## src/rtl/m65c02_pkg.sv

```systemverilog
// Shared definitions for the M65C02 status word: op encodings, flag indices,
// reset image and the ALU update-mask bit positions.
package m65c02_pkg;

    typedef enum logic [3:0] {
        OP_NOP = 4'd0,
        OP_CLC = 4'd1,
        OP_SEC = 4'd2,
        OP_CLI = 4'd3,
        OP_SEI = 4'd4,
        OP_CLD = 4'd5,
        OP_SED = 4'd6,
        OP_CLV = 4'd7,
        OP_PLP = 4'd8,
        OP_RTI = 4'd9,
        OP_IRQ = 4'd10,
        OP_BRK = 4'd11
    } op_e;

    localparam int FLG_C = 0;
    localparam int FLG_Z = 1;
    localparam int FLG_I = 2;
    localparam int FLG_D = 3;
    localparam int FLG_B = 4;
    localparam int FLG_M = 5;
    localparam int FLG_V = 6;
    localparam int FLG_N = 7;

    localparam logic [7:0] P_RST = 8'h34;

    localparam int UPD_NZ = 2;
    localparam int UPD_C  = 1;
    localparam int UPD_V  = 0;

    // Stack image of P: bit5 always set, bit4 distinguishes BRK from hardware interrupts.
    function automatic logic [7:0] push_image(input logic [7:0] p, input logic brk);
        logic [7:0] img;
        img        = p;
        img[FLG_M] = 1'b1;
        img[FLG_B] = brk;
        return img;
    endfunction

endpackage

```

## src/rtl/m65c02_flag_dec.sv

```systemverilog
// Decodes the flag op into per-flag write enables/values and resolves it
// against the ALU update mask; the op always wins over the ALU on a shared flag.
module m65c02_flag_dec
    import m65c02_pkg::*;
(
    input  logic [3:0] op_i,
    input  logic       alu_vld_i,
    input  logic [2:0] upd_i,
    input  logic [7:0] di_i,
    output logic [7:0] op_we_o,
    output logic [7:0] op_val_o,
    output logic [7:0] alu_we_o,
    output logic       conflict_o,
    output logic       irq_entry_o,
    output logic       brk_o
);

    logic [7:0] alu_raw;

    always_comb begin
        op_we_o  = '0;
        op_val_o = '0;
        case (op_i)
            OP_CLC: begin op_we_o[FLG_C] = 1'b1; op_val_o[FLG_C] = 1'b0; end
            OP_SEC: begin op_we_o[FLG_C] = 1'b1; op_val_o[FLG_C] = 1'b1; end
            OP_CLI: begin op_we_o[FLG_I] = 1'b1; op_val_o[FLG_I] = 1'b0; end
            OP_SEI: begin op_we_o[FLG_I] = 1'b1; op_val_o[FLG_I] = 1'b1; end
            OP_CLD: begin op_we_o[FLG_D] = 1'b1; op_val_o[FLG_D] = 1'b0; end
            OP_SED: begin op_we_o[FLG_D] = 1'b1; op_val_o[FLG_D] = 1'b1; end
            OP_CLV: begin op_we_o[FLG_V] = 1'b1; op_val_o[FLG_V] = 1'b0; end
            OP_PLP, OP_RTI: begin
                op_we_o  = '1;
                op_val_o = {di_i[7:6], 2'b11, di_i[3:0]};
            end
            // 65C02 interrupt entry also leaves decimal mode
            OP_IRQ, OP_BRK: begin
                op_we_o[FLG_I]  = 1'b1;
                op_val_o[FLG_I] = 1'b1;
                op_we_o[FLG_D]  = 1'b1;
                op_val_o[FLG_D] = 1'b0;
            end
            default: ;
        endcase

        alu_raw        = '0;
        alu_raw[FLG_N] = alu_vld_i & upd_i[UPD_NZ];
        alu_raw[FLG_Z] = alu_vld_i & upd_i[UPD_NZ];
        alu_raw[FLG_C] = alu_vld_i & upd_i[UPD_C];
        alu_raw[FLG_V] = alu_vld_i & upd_i[UPD_V];
    end

    assign alu_we_o    = alu_raw & ~op_we_o;
    assign conflict_o  = |(alu_raw & op_we_o);
    assign irq_entry_o = (op_i == OP_IRQ) || (op_i == OP_BRK);
    assign brk_o       = (op_i == OP_BRK);

endmodule

```

## src/rtl/m65c02_psw.sv

```systemverilog
// M65C02 processor status word and ALU result latch: merges flag ops with
// adder results, captures the interrupt push image, flags conflicting writes.
module m65c02_psw
    import m65c02_pkg::*;
(
    input  logic       Clk,
    input  logic       nRst,
    input  logic       Rdy,
    input  logic       ALU_Vld,
    input  logic [2:0] Upd,
    input  logic [7:0] Sum,
    input  logic       Co,
    input  logic       OV,
    input  logic [3:0] Op,
    input  logic [7:0] DI,
    output logic       D,
    output logic       Ci,
    output logic [7:0] P,
    output logic [7:0] P_Push,
    output logic [7:0] Out,
    output logic       Out_Vld,
    output logic       Err
);

    logic [7:0] p_q, p_d;
    logic [7:0] out_q, push_q;
    logic       out_vld_q, err_q;
    logic [7:0] op_we, op_val, alu_we, alu_val;
    logic       conflict, irq_entry, is_brk;

    m65c02_flag_dec u_flag_dec (
        .op_i        (Op),
        .alu_vld_i   (ALU_Vld),
        .upd_i       (Upd),
        .di_i        (DI),
        .op_we_o     (op_we),
        .op_val_o    (op_val),
        .alu_we_o    (alu_we),
        .conflict_o  (conflict),
        .irq_entry_o (irq_entry),
        .brk_o       (is_brk)
    );

    always_comb begin
        alu_val        = '0;
        alu_val[FLG_N] = Sum[7];
        alu_val[FLG_Z] = (Sum == 8'h00);
        alu_val[FLG_C] = Co;
        alu_val[FLG_V] = OV;
        p_d = (p_q & ~(op_we | alu_we)) | (op_val & op_we) | (alu_val & alu_we);
    end

    always_ff @(posedge Clk or negedge nRst) begin
        if (!nRst) begin
            p_q       <= P_RST;
            out_q     <= 8'h00;
            push_q    <= P_RST;
            out_vld_q <= 1'b0;
            err_q     <= 1'b0;
        end else if (Rdy) begin
            p_q <= p_d;
            if (ALU_Vld)
                out_q <= Sum;
            // push image reflects P before this cycle's interrupt-entry changes
            if (irq_entry)
                push_q <= push_image(p_q, is_brk);
            out_vld_q <= ALU_Vld;
            err_q     <= conflict;
        end else begin
            out_vld_q <= 1'b0;
            err_q     <= 1'b0;
        end
    end

    assign P       = p_q;
    assign D       = p_q[FLG_D];
    assign Ci      = p_q[FLG_C];
    assign P_Push  = push_q;
    assign Out     = out_q;
    assign Out_Vld = out_vld_q;
    assign Err     = err_q;

endmodule

```

## config.mk

```make
export PLATFORM = sky130hd
export DESIGN_NAME = m65c02_psw
export DESIGN_NICKNAME = d
export VERILOG_FILES = /design/src/rtl/m65c02_pkg.sv /design/src/rtl/m65c02_flag_dec.sv /design/src/rtl/m65c02_psw.sv
export SDC_FILE = /design/constraint.sdc
export NUM_CORES = 1
export LEC_CHECK = 0
export BUFFER_PORTS_ARGS = -buffer_cell sky130_fd_sc_hd__clkbuf_2
export CORE_AREA = 5 5 59 61
export DETAILED_ROUTE_END_ITERATION = 8
export DIE_AREA = 0 0 64 66
export HOLD_SLACK_MARGIN = 0.15
export PLACE_DENSITY = 0.75
export SYNTH_ARGS = -nofsm -noshare
export SYNTH_HDL_FRONTEND = slang
export SYNTH_SLANG_ARGS = --single-unit
```

## constraint.sdc

```tcl
create_clock -name Clk -period 3 [get_ports Clk]
set_clock_uncertainty 0.2 [all_clocks]
set_input_delay 0.3 -clock Clk [delete_from_list [all_inputs] [get_ports Clk]]
set_output_delay 0.3 -clock Clk [all_outputs]
set_load 0.01 [all_outputs]
```

## Word level (Yosys, flattened, before mapping)

Index checks and enable logic that the tools add are counted.

| storage, ports and cells | value |
|---|---|
| bits in registers | 25 |
| ROM bits | 0 |
| word-level logic and storage cells | 54 |
| bits in latches | 0 |
| output and inout port bits | 28 |
| bits of input ports | 29 |
| memories kept | 0 |
| bits in writable memories | 0 |

| cells by class | value |
|---|---|
| bitwise gates (word level) | 13 |
| mux-type cells | 14 |
| $lt $le $gt $ge | 0 |
| shift-type cells | 0 |
| add/sub/neg operators | 0 |
| multipliers | 0 |
| reductions and logical operators | 11 |
| eq/ne operators | 11 |
| div/mod/pow operators | 0 |

Operators with widths:

| operator | number |
|---|---|
| bitwise AND 8 bit | 5 |
| bitwise OR 8 bit | 3 |
| equality test 4 x 3 -> 1 bit, second input constant | 4 |
| equality test 4 bit, second input constant | 4 |
| inverter 8 bit | 2 |
| OR reduction 6 bit | 2 |
| two-way mux 1 bit | 10 |
| equality test 4 x 2 -> 1 bit, second input constant | 2 |
| zero test 8 bit | 1 |
| OR reduction 8 bit | 1 |
| case mux 1 bit (2 select lines) | 3 |
| OR reduction 3 bit | 2 |
| equality test 4 x 1 -> 1 bit, second input constant | 1 |
| AND reduction 2 bit | 2 |
| OR reduction 4 bit | 1 |
| bitwise AND 1 bit | 3 |
| two-way mux 2 bit | 1 |
| OR reduction 2 bit | 1 |
| logical OR 1 bit | 1 |

## Longest topological paths before layout

| logic depth | value |
|---|---|
| word-level depth | 10 |
| depth in mapped cells | 5 |
| depth with buffers taken out | 5 |

## Modules after synthesis

From an unflattened synthesis, not the netlist that was laid out.

| second synthesis, totals | value |
|---|---|
| cell total of the unflattened synthesis | 122 |
| area, all modules | 1,380.1 µm² |

Modules (own cells, without submodules):

| module | times used | area each (µm²) | cells an instance | sequential area each (µm²) |
|---|---|---|---|---|
| m65c02_psw | 1 | 1,077.3 | 73 | 631.9 |
| m65c02_flag_dec | 1 | 302.8 | 49 | 0.0 |

## Worst setup path before layout

Ideal clock, no wire load.

| timing path | value |
|---|---|
| path type | input-to-reg |
| start point | in Op[2] |
| end point | reg p_q[7] (netlist: P[7]) |
| required time | 2.679 ns |
| stages | 5 |
| path buffers | 1 |
| setup time | 0.121 ns |
| arrival | 1.095 ns |
| path slack | 1.583 ns |
| cell sequence | buf_4 -> and4bb_2 -> a21oi_1 -> a22oi_1 -> nand2_1 |

| between the ends | value |
|---|---|
| longest elaborated chain between the ends | 10 |
| elaborated cells between the ends (all ways) | 14 |
| classes of those cells | eq/ne: 2; mux: 2; bitwise: 9; reduce/logical: 1 |

RTL lines:

| item | line | RTL |
|---|---|---|
| start: declaration | m65c02_psw.sv:14 | `input logic [3:0] Op,` |
| equality test 4 bit | m65c02_flag_dec.sv:23 | `case (op_i)` |
| OR reduction 2 bit (*) | - |  |
| two-way mux 1 bit | m65c02_flag_dec.sv:23 |  |
| inverter 8 bit | m65c02_flag_dec.sv:52 | `assign alu_we_o = alu_raw & ~op_we_o;` |
| bitwise AND 8 bit | m65c02_flag_dec.sv:52 |  |
| bitwise OR 8 bit | m65c02_psw.sv:50 | `p_d = (p_q & ~(op_we \| alu_we)) \| (op_val & op_we) \| (alu_val & alu_we);` |
| inverter 8 bit | m65c02_psw.sv:50 |  |
| bitwise AND 8 bit | m65c02_psw.sv:50 |  |
| bitwise OR 8 bit | m65c02_psw.sv:50 |  |
| bitwise OR 8 bit (*) | m65c02_psw.sv:50 |  |
| end signal: assignment | m65c02_psw.sv:61 | `p_q <= p_d;` |
| end: declaration | m65c02_psw.sv:25 | `logic [7:0] p_q, p_d;` |

Mark *: on every way between the ends. The rest lies on a longest branch, timed or not.
A chain may end at the register's enable or synchronous reset.

## Final worst setup path

| timing path | value |
|---|---|
| start point | in Upd[2] |
| end point | reg p_q[7] (netlist: P[7]) |

| between the ends | value |
|---|---|
| longest elaborated chain between the ends | 7 |
| elaborated cells between the ends (all ways) | 8 |
| classes of those cells | bitwise: 8 |

RTL lines:

| item | line | RTL |
|---|---|---|
| start: declaration | m65c02_psw.sv:10 | `input logic [2:0] Upd,` |
| bitwise AND 1 bit (*) | m65c02_flag_dec.sv:46 | `alu_raw[FLG_N] = alu_vld_i & upd_i[UPD_NZ];` |
| bitwise AND 8 bit (*) | m65c02_flag_dec.sv:52 |  |
| bitwise OR 8 bit | m65c02_psw.sv:50 |  |
| inverter 8 bit | m65c02_psw.sv:50 |  |
| bitwise AND 8 bit | m65c02_psw.sv:50 |  |
| bitwise OR 8 bit | m65c02_psw.sv:50 |  |
| bitwise OR 8 bit (*) | m65c02_psw.sv:50 |  |

Marked as above.

==> run metrics <==
postcts setup bufs=0; Yosys top cell by area=dfrtp_1; largest net degree at the start of global routing=26; WL per Instance=around 15 microns; CTS tree=built; Fmax=roughly 0.52 GHz; RSZ-0062 raised after global routing=no; gpl congestion=0.8280; DIE WIDTH=~64 microns; post-route ant nets=0; Max Cap Viol=0; Tmin final=1.906 ns; Final HPWL DP=around 2.3 mm; row count=20; Synth Flop Type=dfrtp_1; Synth top area share=40.44%; setup tns final=0 ns; GR Util All Layers=between 10% and 20%; PwrDens=507.8 nW/um^2; DR pass1 iterations=4; CP max-delay cell=dlygate4sd3_1; Net Count, Synth=approximately 140; Layout fillers=about 270; height of the die=66 microns; Clk pin slew, worst setup/hold paths=~0.13 ns; Final Total Pwr=roughly 0.00085 W; Port Buffers=53; hold buffer count at cts=16; Synth warnings=0; Non-Filler Cell Area, Final=1670 sq um; global-route wire length before repair=~5 mm; post-synth cell types=35; Multi-input gate area=about 530 sq um; Core Area=roughly 2900 sq um; CTS max path bufs=2; vias=roughly 1100; Seq cells post-synth=25; max_slew headroom=roughly three fifths; Most common cell on crit path=dlygate4sd3_1; crit path DAT=approximately 2.0 ns; share of cells above drive strength 1=between 40% and 50%; antenna cell count=0; root buf cell=clkbuf_4; FFs w/ async S/R, synth=100.0%; Mapped Cells=about 110; final hold violations=0; critical path endpoint category=flop; Total Wirelength=approximately 3.0 mm; P_leak=just over 0.8 nW; Register Area=approximately 630 sq um; Sink Count=25; nets=between 200 and 250; status=completed; syn avg cell area=around 11 sq um; vias in the first global route=1088; antenna violations before repair=0; Placed Instance Area=roughly 1500 sq um; Tcrit/Tclk final=approximately 64%; drt first-iter violations=38; Seq/Total Area, Yosys=51.06%; slowest cell delay on critical path=~0.55 ns; main area contributors after synthesis=dfrtp_1 40%, mux2_2 13%, dfstp_2 11%; initial core utilization=a little over two fifths; Syn-to-layout area delta=34.98%; element type at the critical path start=input port; worst path required time=about 3.1 ns; IO Pins=57; final hold slack=approximately 0.16 ns; synthesized area=around 1200 sq um; CP Class=in -> reg; Congestion Overflow GR=0; CP Buf/Inv Count=3; final core utilization=~57%; Final Max Tran Viols=0; Max H-tree Level=1; CP Cell Sequence=dlygate4sd3_1 > clkbuf_2 > nand3_1 > a21oi_1 > a22oi_1 > nand2_1 > dlygate4sd3_1; DIE AREA=4224 sq um; TritonCTS buffer count=3; hold crit path type=in -> reg; Worst Tran Pin Value=approximately 0.60 ns; final setup violation count=0; Worst VDD drop=318.9 uV; Post-synth EDFFs=0; CP max FO=3; DRC errors left=0; Top delay family on crit path=buffers and inverters; Post-CTS Resized=0; Clock Latency Late Sink=roughly 0.3 ns; vias per cell=around 5.2
## power breakdown
part	switching, W	internal [W]	total [W]	leakage (nW)
combinational	0.000124	0.000129	0.000253	0.504
sequential	0.0000398	0.000409	0.000449	0.298
clock	0.0000952	0.0000518	0.000147	0.0150
total	0.000259	0.000589	0.000848	0.816
## cells by family after synthesis
group	count (synthesis)	share of synthesized area [%]
mux	16	14.36
other cells	1	0.3030
simple gates	32	15.47
buf+inv	11	6.067
flops	25	51.06
compound gates	23	12.74
## layout by cell type, fill, tap and decap left out, types with 3 or more instances in the layout
master / instances
nand2_1: 7
nand3_1: 5
mux2_2: 14
dfrtp_1: 20
clkbuf_2: 53
nor4_1: 3
nor2b_1: 3
dfstp_2: 5
inv_1: 4
a21oi_1: 7
clkbuf_4: 3
o21ai_0: 5
dlygate4sd3_1: 16
## sequential cells by signal (all words and copies together), names as in the netlist, named ones only
| register | count |
|---|---|
| P | 6 |
| Out | 8 |
| Err | 1 |
| P_Push | 7 |
| Out_Vld | 1 |
## synthesized netlist by cell type, types with 3 or more instances
library cell / count
a21oi_1: 7
dfrtp_1: 20
nand3_1: 5
dfstp_2: 5
mux2_2: 14
nor2b_1: 3
inv_1: 4
nand2_1: 7
o21ai_0: 5
buf_4: 5
nor4_1: 3
## final timing paths
kind                                         end  depth (start not counted)                  start  slack, ns
setup / recovery                P[7]$_DFFE_PN0P_                          7                 Upd[2]       1.09
hold / removal             P_Push[4]$_DFFE_PN1P_                          2                  Op[0]       0.16
setup reg to reg                P[7]$_DFFE_PN0P_                          3       P[7]$_DFFE_PN0P_       1.46
hold reg to reg            P_Push[7]$_DFFE_PN0P_                          1  P_Push[7]$_DFFE_PN0P_       0.33
max in group asynchronous     Out[6]$_DFFE_PN0P_                          2                   nRst       1.90
min in group asynchronous          Err$_DFF_PN0_                          2                   nRst       0.31
## metrics by stage
stage,std cells,worst slack [ns]
5_1_grt,207,1.043
6_report,207,1.094
3_3_place_gp,187,1.395
2_1_floorplan,108,1.583
3_5_place_dp,187,1.357
4_1_cts,207,1.128
## area by class of cell
cell class / instances / area share (%)
flip-flops and latches: 25 / 37.83
well taps: 33 / 2.472
inverters: 4 / 0.8989
multi-input cells: 72 / 31.76
repair buffers: 69 / 25.47
clock buffers: 4 / 1.573
## per-layer routing
metal | part of all wire [%] | up-vias | wire length [microns] | GRT usage [%]
li1 | - | 519 | - | -
met1 | 41 | 522 | 1239 | 17.15
met2 | 50 | 40 | 1519 | 27.51
met3 | 8.0 | 2 | 242 | 3.401
met4 | 0.40 | 0 | 12 | 2.338
met5 | 0 | - | 0 | 0
(Power assumes the default switching activity.)
